--- src/rtl/action_exec_fsm.sv ---
// action_exec_fsm
// Executes the action chosen by the upstream action counter. The raw confirm and cancel
// push-buttons are synchronised and debounced. A debounced confirm press in IDLE latches
// act_idx_i and drives the selected action one-hot for HOLD_CYCLES cycles. Completion
// raises done_o together with a one-cycle cnt_rst_o back to the counter.
//
// Ports
//   clk_i          system clock, rising edge
//   rst_i          synchronous, active-high reset
//   act_idx_i      action index {Q1,Q0}; 0..2 legal, 3 illegal
//   confirm_btn_i  raw confirm button, active-high, asynchronous
//   cancel_btn_i   raw cancel button, active-high, asynchronous
//   busy_o         high in EXEC and DONE
//   act_valid_o    high in EXEC
//   act_onehot_o   1 << latched index while act_valid_o, else 0
//   done_o         one-cycle pulse at the end of a hold window
//   cnt_rst_o      one-cycle pulse coincident with done_o
//   err_o          sticky flag: confirm seen with act_idx_i == 3
module action_exec_fsm #(
    parameter int unsigned SYNC_STAGES     = 2,
    parameter int unsigned DEBOUNCE_CYCLES = 4,
    parameter int unsigned HOLD_CYCLES     = 8,
    parameter int unsigned HOLD_W          = 4
) (
    input  logic       clk_i,
    input  logic       rst_i,
    input  logic [1:0] act_idx_i,
    input  logic       confirm_btn_i,
    input  logic       cancel_btn_i,
    output logic       busy_o,
    output logic       act_valid_o,
    output logic [2:0] act_onehot_o,
    output logic       done_o,
    output logic       cnt_rst_o,
    output logic       err_o
);

    localparam int unsigned DbW = (DEBOUNCE_CYCLES > 1) ? $clog2(DEBOUNCE_CYCLES) : 1;
    localparam int unsigned BtnConfirm = 0;
    localparam int unsigned BtnCancel  = 1;

    typedef enum logic [1:0] {
        StIdle,
        StExec,
        StDone
    } state_e;

    // ---------------------------------------------------------------------------------
    // Input conditioning, one lane per button (0 = confirm, 1 = cancel)
    // ---------------------------------------------------------------------------------
    logic [1:0]                  raw_btn;
    logic [1:0][SYNC_STAGES-1:0] sync_q, sync_d;
    logic [1:0][DbW-1:0]         db_cnt_q, db_cnt_d;
    logic [1:0]                  db_lvl_q, db_lvl_d;
    logic [1:0]                  evt_q, evt_d;

    assign raw_btn = {cancel_btn_i, confirm_btn_i};

    always_comb begin
        sync_d   = sync_q;
        db_cnt_d = db_cnt_q;
        db_lvl_d = db_lvl_q;
        evt_d    = '0;
        for (int b = 0; b < 2; b++) begin
            sync_d[b] = {sync_q[b][SYNC_STAGES-2:0], raw_btn[b]};
            if (sync_q[b][SYNC_STAGES-1] != db_lvl_q[b]) begin
                // Flip on the DEBOUNCE_CYCLES-th consecutive differing sample.
                if (db_cnt_q[b] == DbW'(DEBOUNCE_CYCLES - 1)) begin
                    db_lvl_d[b] = sync_q[b][SYNC_STAGES-1];
                    db_cnt_d[b] = '0;
                    evt_d[b]    = sync_q[b][SYNC_STAGES-1];  // rising edges only
                end else begin
                    db_cnt_d[b] = db_cnt_q[b] + DbW'(1);
                end
            end else begin
                db_cnt_d[b] = '0;
            end
        end
    end

    // ---------------------------------------------------------------------------------
    // Execution FSM
    // ---------------------------------------------------------------------------------
    state_e            state_q, state_d;
    logic [1:0]        sel_q, sel_d;
    logic [HOLD_W-1:0] hold_q, hold_d;
    logic              err_q, err_d;

    logic       busy_q, busy_d;
    logic       act_valid_q, act_valid_d;
    logic [2:0] act_onehot_q, act_onehot_d;
    logic       done_q, done_d;

    always_comb begin
        state_d = state_q;
        sel_d   = sel_q;
        hold_d  = hold_q;
        err_d   = err_q;

        case (state_q)
            StIdle: begin
                if (evt_q[BtnConfirm]) begin
                    if (act_idx_i == 2'd3) begin
                        err_d = 1'b1;
                    end else begin
                        sel_d   = act_idx_i;
                        hold_d  = HOLD_W'(HOLD_CYCLES - 1);
                        err_d   = 1'b0;
                        state_d = StExec;
                    end
                end
            end
            StExec: begin
                // Cancel takes priority over hold expiry.
                if (evt_q[BtnCancel]) begin
                    state_d = StIdle;
                end else if (hold_q == '0) begin
                    state_d = StDone;
                end else begin
                    hold_d = hold_q - HOLD_W'(1);
                end
            end
            StDone:  state_d = StIdle;
            default: state_d = StIdle;
        endcase

        // Outputs are registered from the next state so they line up with state_q.
        busy_d       = (state_d != StIdle);
        act_valid_d  = (state_d == StExec);
        act_onehot_d = act_valid_d ? (3'b001 << sel_d) : 3'b000;
        done_d       = (state_d == StDone);
    end

    always_ff @(posedge clk_i) begin
        if (rst_i) begin
            sync_q       <= '0;
            db_cnt_q     <= '0;
            db_lvl_q     <= '0;
            evt_q        <= '0;
            state_q      <= StIdle;
            sel_q        <= '0;
            hold_q       <= '0;
            err_q        <= 1'b0;
            busy_q       <= 1'b0;
            act_valid_q  <= 1'b0;
            act_onehot_q <= 3'b000;
            done_q       <= 1'b0;
        end else begin
            sync_q       <= sync_d;
            db_cnt_q     <= db_cnt_d;
            db_lvl_q     <= db_lvl_d;
            evt_q        <= evt_d;
            state_q      <= state_d;
            sel_q        <= sel_d;
            hold_q       <= hold_d;
            err_q        <= err_d;
            busy_q       <= busy_d;
            act_valid_q  <= act_valid_d;
            act_onehot_q <= act_onehot_d;
            done_q       <= done_d;
        end
    end

    assign busy_o       = busy_q;
    assign act_valid_o  = act_valid_q;
    assign act_onehot_o = act_onehot_q;
    assign done_o       = done_q;
    assign cnt_rst_o    = done_q;
    assign err_o        = err_q;

endmodule

--- config.mk ---
export PLATFORM = sky130hd
export DESIGN_NAME = action_exec_fsm
export DESIGN_NICKNAME = d
export VERILOG_FILES = /design/src/rtl/action_exec_fsm.sv
export SDC_FILE = /design/constraint.sdc
export NUM_CORES = 1
export LEC_CHECK = 0
export CAP_MARGIN = 20
export CORE_ASPECT_RATIO = 1.75
export CORE_MARGIN = 2
export CORE_UTILIZATION = 40
export DETAILED_ROUTE_END_ITERATION = 10
export PLACE_DENSITY = 0.63
export SLEW_MARGIN = 15
export SYNTH_ARGS = -nofsm -noshare
export SYNTH_HDL_FRONTEND = slang
export SYNTH_SLANG_ARGS = --single-unit
export TNS_END_PERCENT = 50
--- constraint.sdc ---
create_clock -name clk_i -period 1.5 [get_ports clk_i]
set_input_delay 0.225 -clock clk_i [delete_from_list [all_inputs] [get_ports clk_i]]
set_output_delay 0.225 -clock clk_i [all_outputs]
set_load 0.01 [all_outputs]
# == Word level (Yosys, flattened, before mapping) ==
# Cells that the tools add are included.
# word_totals
out_inout_bits,8
in_bits,6
word_cells,64
reg_bits,27
# op_classes
muxes,14
n_addsub,3
n_reduce_logical,13
eq_ne,12
shift,1
bitwise,5
# ops
cell,count
two-way mux 4 bit,4
two-way mux 2 bit,7
OR reduction 3 bit,4
"equality test 2 bit, second input constant",4
"!= test 2 bit, second input constant",4
case mux 4 bit (2 select lines),1
AND reduction 2 bit,3
NOT 1 bit,5
AND reduction 5 bit,1
"adder 2 x 1 -> 2 bit, second input constant",2
"equality test 2 x 1 -> 1 bit, second input constant",2
logical NOT 4 bit,1
case mux 2 bit (2 select lines),1
nonzero test 2 bit,2
"subtractor 4 x 1 -> 4 bit, second input constant",1
"left shift 1 x 2 -> 3 bit, first input constant",1
logical NOT 2 bit,1
!= test 1 bit,2
OR reduction 2 bit,1
two-way mux 1 bit,1

# == Depth between registers and ports, before layout ==
# Gate-level depths: netlist of run 1.
# depth
ltp_word,7
ltp_mapped,5
ltp_nobuf,5

# == Least setup slack after synthesis of run 1 ==
# No wires, ideal clock.
# synth_path
path_kind,flip-flop to flip-flop
start,register hold_q[0]
end,register hold_q[0]
path_stages_with_launch,6
synth_period_minus_slack_ns,1.480
setup_slack_ns,0.020
setup_time_ns,0.128
arrival_time_ns,1.352
n_path_buf,0
required_time_ns,1.372
cell_sequence,dfxtp_1 > inv_1 > ha_1 > or3b_1 > a22oi_2 > a21oi_1
# synth_via
elab_chain_len,4
# synth_rtl
element,line,rtl
start: declaration,86,"logic [HOLD_W-1:0] hold_q, hold_d;"
start signal: assignment,155,hold_q <= hold_d;
subtractor 4 x 1 -> 4 bit,120,hold_d = hold_q - HOLD_W'(1);
two-way mux 4 bit,117,end else if (hold_q == '0) begin
two-way mux 4 bit,115,if (evt_q[BtnCancel]) begin
case mux 4 bit (2 select lines),100,case (state_q)
# Parallel ways exist; a longest one is shown, timed or not. The select of a mux whose other input is x is not followed.
# A chain may end at the register's enable or synchronous reset.

# == Worst setup path in the final report of run 1 ==
# layout_path
start,register hold_q[0]
end,register hold_q[1]
# The elaborated chain is that of the path after synthesis.

==> results.json, run 1 <==
{
  "cts.clk_slew.worst_paths_ns": 0.08,
  "antenna_cells": 0,
  "overflow": 0,
  "p_comb_share_pct": 4.0,
  "min_path_cells": 1,
  "intPower_w": 0.000939,
  "die-area_sq_um": 2910,
  "antenna_found_initial": 0,
  "cts_buffer_depth": 2,
  "start_kind": "flip-flop",
  "remaining_drc_errors": 0,
  "fin_setup_tns_ns": 0,
  "die_w_microns": 41.7,
  "wl_per_cell_microns": 12.0,
  "rrSetupSlack_ns": 0.05,
  "drtPass1Iterations": 5,
  "max_stage_delay_ns": 0.38,
  "multiInputGateArea_sq_um": 447,
  "yosys_warnings": 0,
  "synthFlopType": "dfxtp_1",
  "power_density_nw_per_um2": 884,
  "viasPerCell": 5.23,
  "port_buffers": 13,
  "netlist-cell-type-count": 31,
  "setup_violations": 0,
  "worst_skew_pair.late_latency_ns": 0.27,
  "clock-sinks": 27,
  "synth-edff-count": 0,
  "status": "complete, no violations",
  "grt_max_degree": 15,
  "drtAntennaViolNets": 0,
  "drive_gt1_share_pct": 24.8,
  "grt_use_total_pct": 12.9,
  "timing_hold_violations_final": 0,
  "path_buf_inv": 2,
  "dp_hpwl_microns": 1360,
  "cap_violations": 0,
  "place.gp.congestion": 0.755,
  "cts_root_buf": "clkbuf_8",
  "initial_core_util_pct": 42.6,
  "dp_cells": 144,
  "avgSynthCellArea_sq_um": 10.3,
  "maxSlewViolCount": 0,
  "slowest_stage": "or3b_4",
  "fin_cells": 150,
  "min_period_over_period_pct": 96.6,
  "rows": 23,
  "switching_share_pct": 20.0,
  "syn_area_sq_um": 993,
  "register_area_sq_um": 543,
  "p_sw_w": 0.000234,
  "ioPinCount": 14,
  "timing_worst_setup_path_type": "reg -> reg",
  "p_clk_share_pct": 34.2,
  "crit_arrival_ns": 1.64,
  "seqPwrFrac_pct": 61.8,
  "clock_skew_ns": 0.00632,
  "r2r_cells": 6,
  "crit_fanout": 2,
  "async_flop_share_pct": 0,
  "core_sq_um": 2330,
  "clock.fmax_ghz": 0.690,
  "ir_drop_mv": 0.726,
  "crit_family": "simple AND/OR/NAND/NOR gates",
  "end_kind": "flip-flop",
  "dr.first_iter.drc_count": 18,
  "htree_levels": 1,
  "ys_seq_elements": 27,
  "synth_nets": 105,
  "synth_cells": 96,
  "wl_microns": 1810,
  "slew_headroom_pct": 74.8,
  "grt_pass1_vias": 769,
  "period_minus_slack_ns": 1.45,
  "cts_tree": "yes",
  "worst_pin_slew_ns": 0.373,
  "grt_pass1_wl_microns": 3030,
  "seq_area_frac_synth_pct": 54.4,
  "num-nets-final": 135,
  "fill_cells": 217,
  "cp.depth": 6,
  "dieHeight_microns": 69.9,
  "cts_made_buffers": 3,
  "hold_class": "reg -> reg",
  "path_cells": "inv_2 > ha_4 > or3b_4 > buf_4 > a31o_2 > a21oi_1",
  "syn2layout_area_growth_pct": 33.6,
  "route.vias.total": 785,
  "cp.required_ns": 1.70,
  "p_leak_nw": 0.508
}
cell families after synthesis:
group,Yosys count,share of synthesized area [%]
AND/OR/NAND/NOR,39,23.7
buffers and inverters,8,3.40
multiplexers,2,2.02
flip-flops,27,54.4
XOR/XNOR,2,1.76
adder cells (fa/ha/maj),3,3.78
AO/OA/AOI/OAI,15,11.0
cells in the mapped netlist (all sizes together), types with 2 or more instances:
master,number,share of area (%)
nor2b,4,2.5
xnor2,2,1.8
mux2i,2,2.0
a21oi,4,2.0
nor3b,2,2.0
o22a,2,1.9
nor2,12,4.5
nand2,2,0.76
nor4,3,1.9
nor4bb,2,2.0
o22ai,2,1.3
or3b,3,2.9
nor3,4,2.0
a31o,2,1.8
clkbuf,2,0.76
inv,5,1.9
or3,3,1.9
nor4b,2,1.8
dfxtp,27,54
ha,3,3.8
placed cells by master, fill, tap and decap left out, types with 2 or more instances in the layout:
master           netlist  final
inv_2                  0      2
clkdlybuf4s50_1        0     13
or3b_4                 1      2
nor4_1                 3      3
nor4bb_1               2      2
clkbuf_8               0      3
inv_1                  5      3
or3_1                  3      3
xnor2_1                2      2
dfxtp_2                0      2
o22ai_1                2      2
ha_1                   3      2
nor2_1                12     12
mux2i_1                2      2
a21oi_1                4      3
dfxtp_1               27     25
nand2_1                2      2
nor2b_1                4      4
nor4b_1                2      2
buf_4                  1     15
nor3_1                 4      4
sequential cells by signal (all words and copies together) (netlist names):
name	cells
state_q	2
busy_o	1
db_cnt_q	4
cnt_rst_o	1
err_o	1
hold_q	4
sel_q	2
act_valid_o	1
act_onehot_o	3
db_lvl_q	2
evt_q	2
sync_d	2
sync_q	2
per-layer routing:
| layer | part of all wire, % | track usage, % |
|---|---|---|
| met1 | 41 | 13.4 |
| met5 | 0 | 0 |
| met4 | 0.89 | 6.45 |
| met3 | 1.8 | 2.33 |
| met2 | 56 | 23.8 |
path summary, 6_finish.rpt:
check,start,to
worst max-delay path,hold_q[0],hold_q[1]
worst min-delay path,db_cnt_q[2],db_cnt_q[2]
worst max register to register,hold_q[0],hold_q[1]
worst min register to register,db_cnt_q[2],db_cnt_q[2]
per-stage QoR:
| step | setup slack [ns] | power, W | util (%) | instance area [sq um] | hold slack, ns |
|---|---|---|---|---|---|
| CTS | 0.00128 | 0.00118 | 55.1 | 1280 | 0.427 |
| detailed placement | -0.0553 | 0.000789 | 53.1 | 1240 | 0.415 |
| global route | -0.00350 | 0.00122 | 57.0 | 1330 | 0.447 |
| floorplan | 0.0200 | 0.000762 | - | 993 | 0.303 |
| finish | 0.0514 | 0.00117 | 57.0 | 1330 | 0.425 |
| global placement | -0.00912 | 0.000787 | 53.1 | 1240 | 0.405 |
power by group through the flow:
stage / combinational (W) / sequential [W] / clock, W
5_1_grt: 0.0000521 / 0.000727 / 0.000437
4_1_cts: 0.0000462 / 0.000726 / 0.000410
3_3_place_gp: 0.0000444 / 0.000742 / 0
6_report: 0.0000469 / 0.000726 / 0.000401
2_1_floorplan: 0.0000199 / 0.000742 / 0
3_5_place_dp: 0.0000457 / 0.000743 / 0
timing repair:
action,4_1_cts,5_1_grt
endpoints found under the setup margin,5,7
setup buffers,0,2
hold buffers,0,0
pin swaps,1,0
resized for setup,1,8
cell type report:
class	instances	area share [%]
Inverter	5	1.41
Sequential cell	27	40.9
Clock buffer	4	3.39
Multi-Input combinational cell	61	33.6
Tap cell	25	2.36
Timing Repair Buffer	28	18.3
No activity file was read; power rests on OpenSTA's default activity.
==> run 2, diff against run 1 <==
==> constraint.sdc (replaced) <==
create_clock -name clk_i -period 1.3 [get_ports clk_i]
set_input_delay 0.195 -clock clk_i [delete_from_list [all_inputs] [get_ports clk_i]]
set_output_delay 0.195 -clock clk_i [all_outputs]
set_load 0.01 [all_outputs]
==> results.json, run 2 (synthesis gave the netlist of run 1 again) <==
{
  "status": "finished with violations",
  "violations": "setup timing",
  "rrSetupSlack_ns": -0.12,
  "min_path_cells": 1,
  "start_kind": "flip-flop",
  "antenna_found_initial": 0,
  "setup_violations": 8,
  "r2r_end": "act_onehot_o[1]",
  "dr.first_iter.drc_count": 8,
  "max_stage_delay_ns": 0.39,
  "ir_drop_mv": 0.678,
  "cts_root_buf": "clkbuf_8",
  "die-area_sq_um": 2910,
  "clock.fmax_ghz": 0.702,
  "timing_worst_setup_path_type": "reg -> reg",
  "rows": 23,
  "end_kind": "flip-flop",
  "drtAntennaViolNets": 0,
  "worst_skew_pair.late_latency_ns": 0.28,
  "path_buf_inv": 2,
  "worstHoldEndpoint": "db_cnt_q[2]",
  "slowest_stage": "or3b_4",
  "final_area_sq_um": 1360,
  "antenna_cells": 0,
  "drtPass1Iterations": 4,
  "num-nets-final": 138,
  "die_w_microns": 41.7,
  "dp_hpwl_microns": 1400,
  "period_minus_slack_ns": 1.42,
  "total_power_w": 0.00138,
  "final_cell_mix": "dfxtp_1, buf_4, nor2_1, dlygate4sd2_1, clkdlybuf4s50_1",
  "grt_use_total_pct": 14.0,
  "cts_buffer_depth": 2,
  "setup_slack_ns": -0.125,
  "htree_levels": 1,
  "hold_class": "reg -> reg",
  "cts.clk_slew.worst_paths_ns": 0.09,
  "crit_path_start": "hold_q[1]",
  "final_core_util_pct": 58.3,
  "dieHeight_microns": 69.9,
  "grt_pass1_wl_microns": 3140,
  "p_leak_nw": 0.564,
  "overflow": 0,
  "slew_headroom_pct": 69.9,
  "power_density_nw_per_um2": 1010,
  "crit_arrival_ns": 1.60,
  "met3_usage_pct": 2.33,
  "final_common_cell": "dfxtp_1",
  "hold_slack_ns": 0.425,
  "maxSlewViolCount": 0,
  "clock-sinks": 27,
  "viasPerCell": 5.22,
  "grt.met2_usage_pct": 23.3,
  "rsz0062_at_grt": "true",
  "clock_skew_ns": 0.00266,
  "ioPinCount": 14,
  "cap_violations": 0,
  "cp.required_ns": 1.47,
  "route.vias.total": 798,
  "remaining_drc_errors": 0,
  "wl_per_cell_microns": 12.2,
  "initial_core_util_pct": 42.6,
  "cts_tree": "yes",
  "timing_hold_violations_final": 0,
  "crit_fanout": 5,
  "r2r_start": "hold_q[1]",
  "place.gp.congestion": 0.785,
  "cts_made_buffers": 3,
  "grt_pass1_vias": 746,
  "post_dp_cell_area_sq_um": 1280,
  "grtUsageMet1_pct": 15.7,
  "grt.busiest_layer": "met2",
  "path_cells": "inv_2 > ha_4 > or3b_4 > a22oi_2 > buf_6 > nor4_1",
  "crit_family": "simple AND/OR/NAND/NOR gates",
  "r2r_cells": 6,
  "port_buffers": 13,
  "min_from": "db_cnt_q[2]",
  "syn2layout_area_growth_pct": 36.9,
  "wl_microns": 1870,
  "worst_pin_slew_ns": 0.445,
  "core_sq_um": 2330,
  "drive_gt1_share_pct": 31.3,
  "min_period_over_period_pct": 110,
  "grt_max_degree": 17
}
==> run 2: how the worst max path moves through the flow <==
stage	end	slack, ns	cells past startpoint
global placement	act_onehot_o[1]	-0.18	4
detailed placement	act_onehot_o[1]	-0.28	4
global route	act_onehot_o[2]	-0.20	6
floorplan	hold_q[0]	-0.08	5
finish	act_onehot_o[1]	-0.12	6
CTS	act_onehot_o[0]	-0.14	6
==> run 2: per-layer routing <==
metal	part of all wire [%]	wire length, microns
met4	3.1	58
met1	43	798
met3	1.6	30
met2	53	982
met5	0	0
==> run 2: layout make-up <==
type,count,area [sq um]
clock buffer,3,41.3
clock inverter,1,7.51
fill,209,971
inverter,5,18.8
multi-input combinational,61,458
sequential,27,544
tap,25,31.3
timing repair buffer,31,259
==> run 2: timing repair <==
item / in CTS / in global routing
pin swaps: 1 / 1
buffers inserted: 1 / 0
gates resized for setup: 11 / 4
hold buffers: 0 / 0
setup endpoints to repair: 16 / 9
gates cloned: 0 / 0
==> run 2: stage by stage <==
| stage | cells | setup TNS [ns] | setup slack [ns] |
|---|---|---|---|
| global placement | 148 | -0.914 | -0.180 |
| CTS | 153 | -0.856 | -0.138 |
| detailed placement | 148 | -1.41 | -0.276 |
| finish | 153 | -0.828 | -0.125 |
| floorplan | 96 | -0.465 | -0.0814 |
| global route | 153 | -1.44 | -0.200 |
==> run 2: power by group <==
part	switching, W	internal, W
Clock	0.000266	0.000218
Sequential	0.00000345	0.000834
Combinational	0.0000239	0.0000315
Total	0.000294	0.00108
==> run 3, diff against run 2 <==
--- a/config.mk
+++ b/config.mk
@@ -10,6 +10,7 @@
 export CORE_MARGIN = 2
 export CORE_UTILIZATION = 40
 export DETAILED_ROUTE_END_ITERATION = 10
+export HOLD_SLACK_MARGIN = 0.12
 export PLACE_DENSITY = 0.63
 export SLEW_MARGIN = 15
 export SYNTH_ARGS = -nofsm -noshare
==> results of run 3 <==
Same layout as run 2: the final DEF is identical, and so are final timing and power.
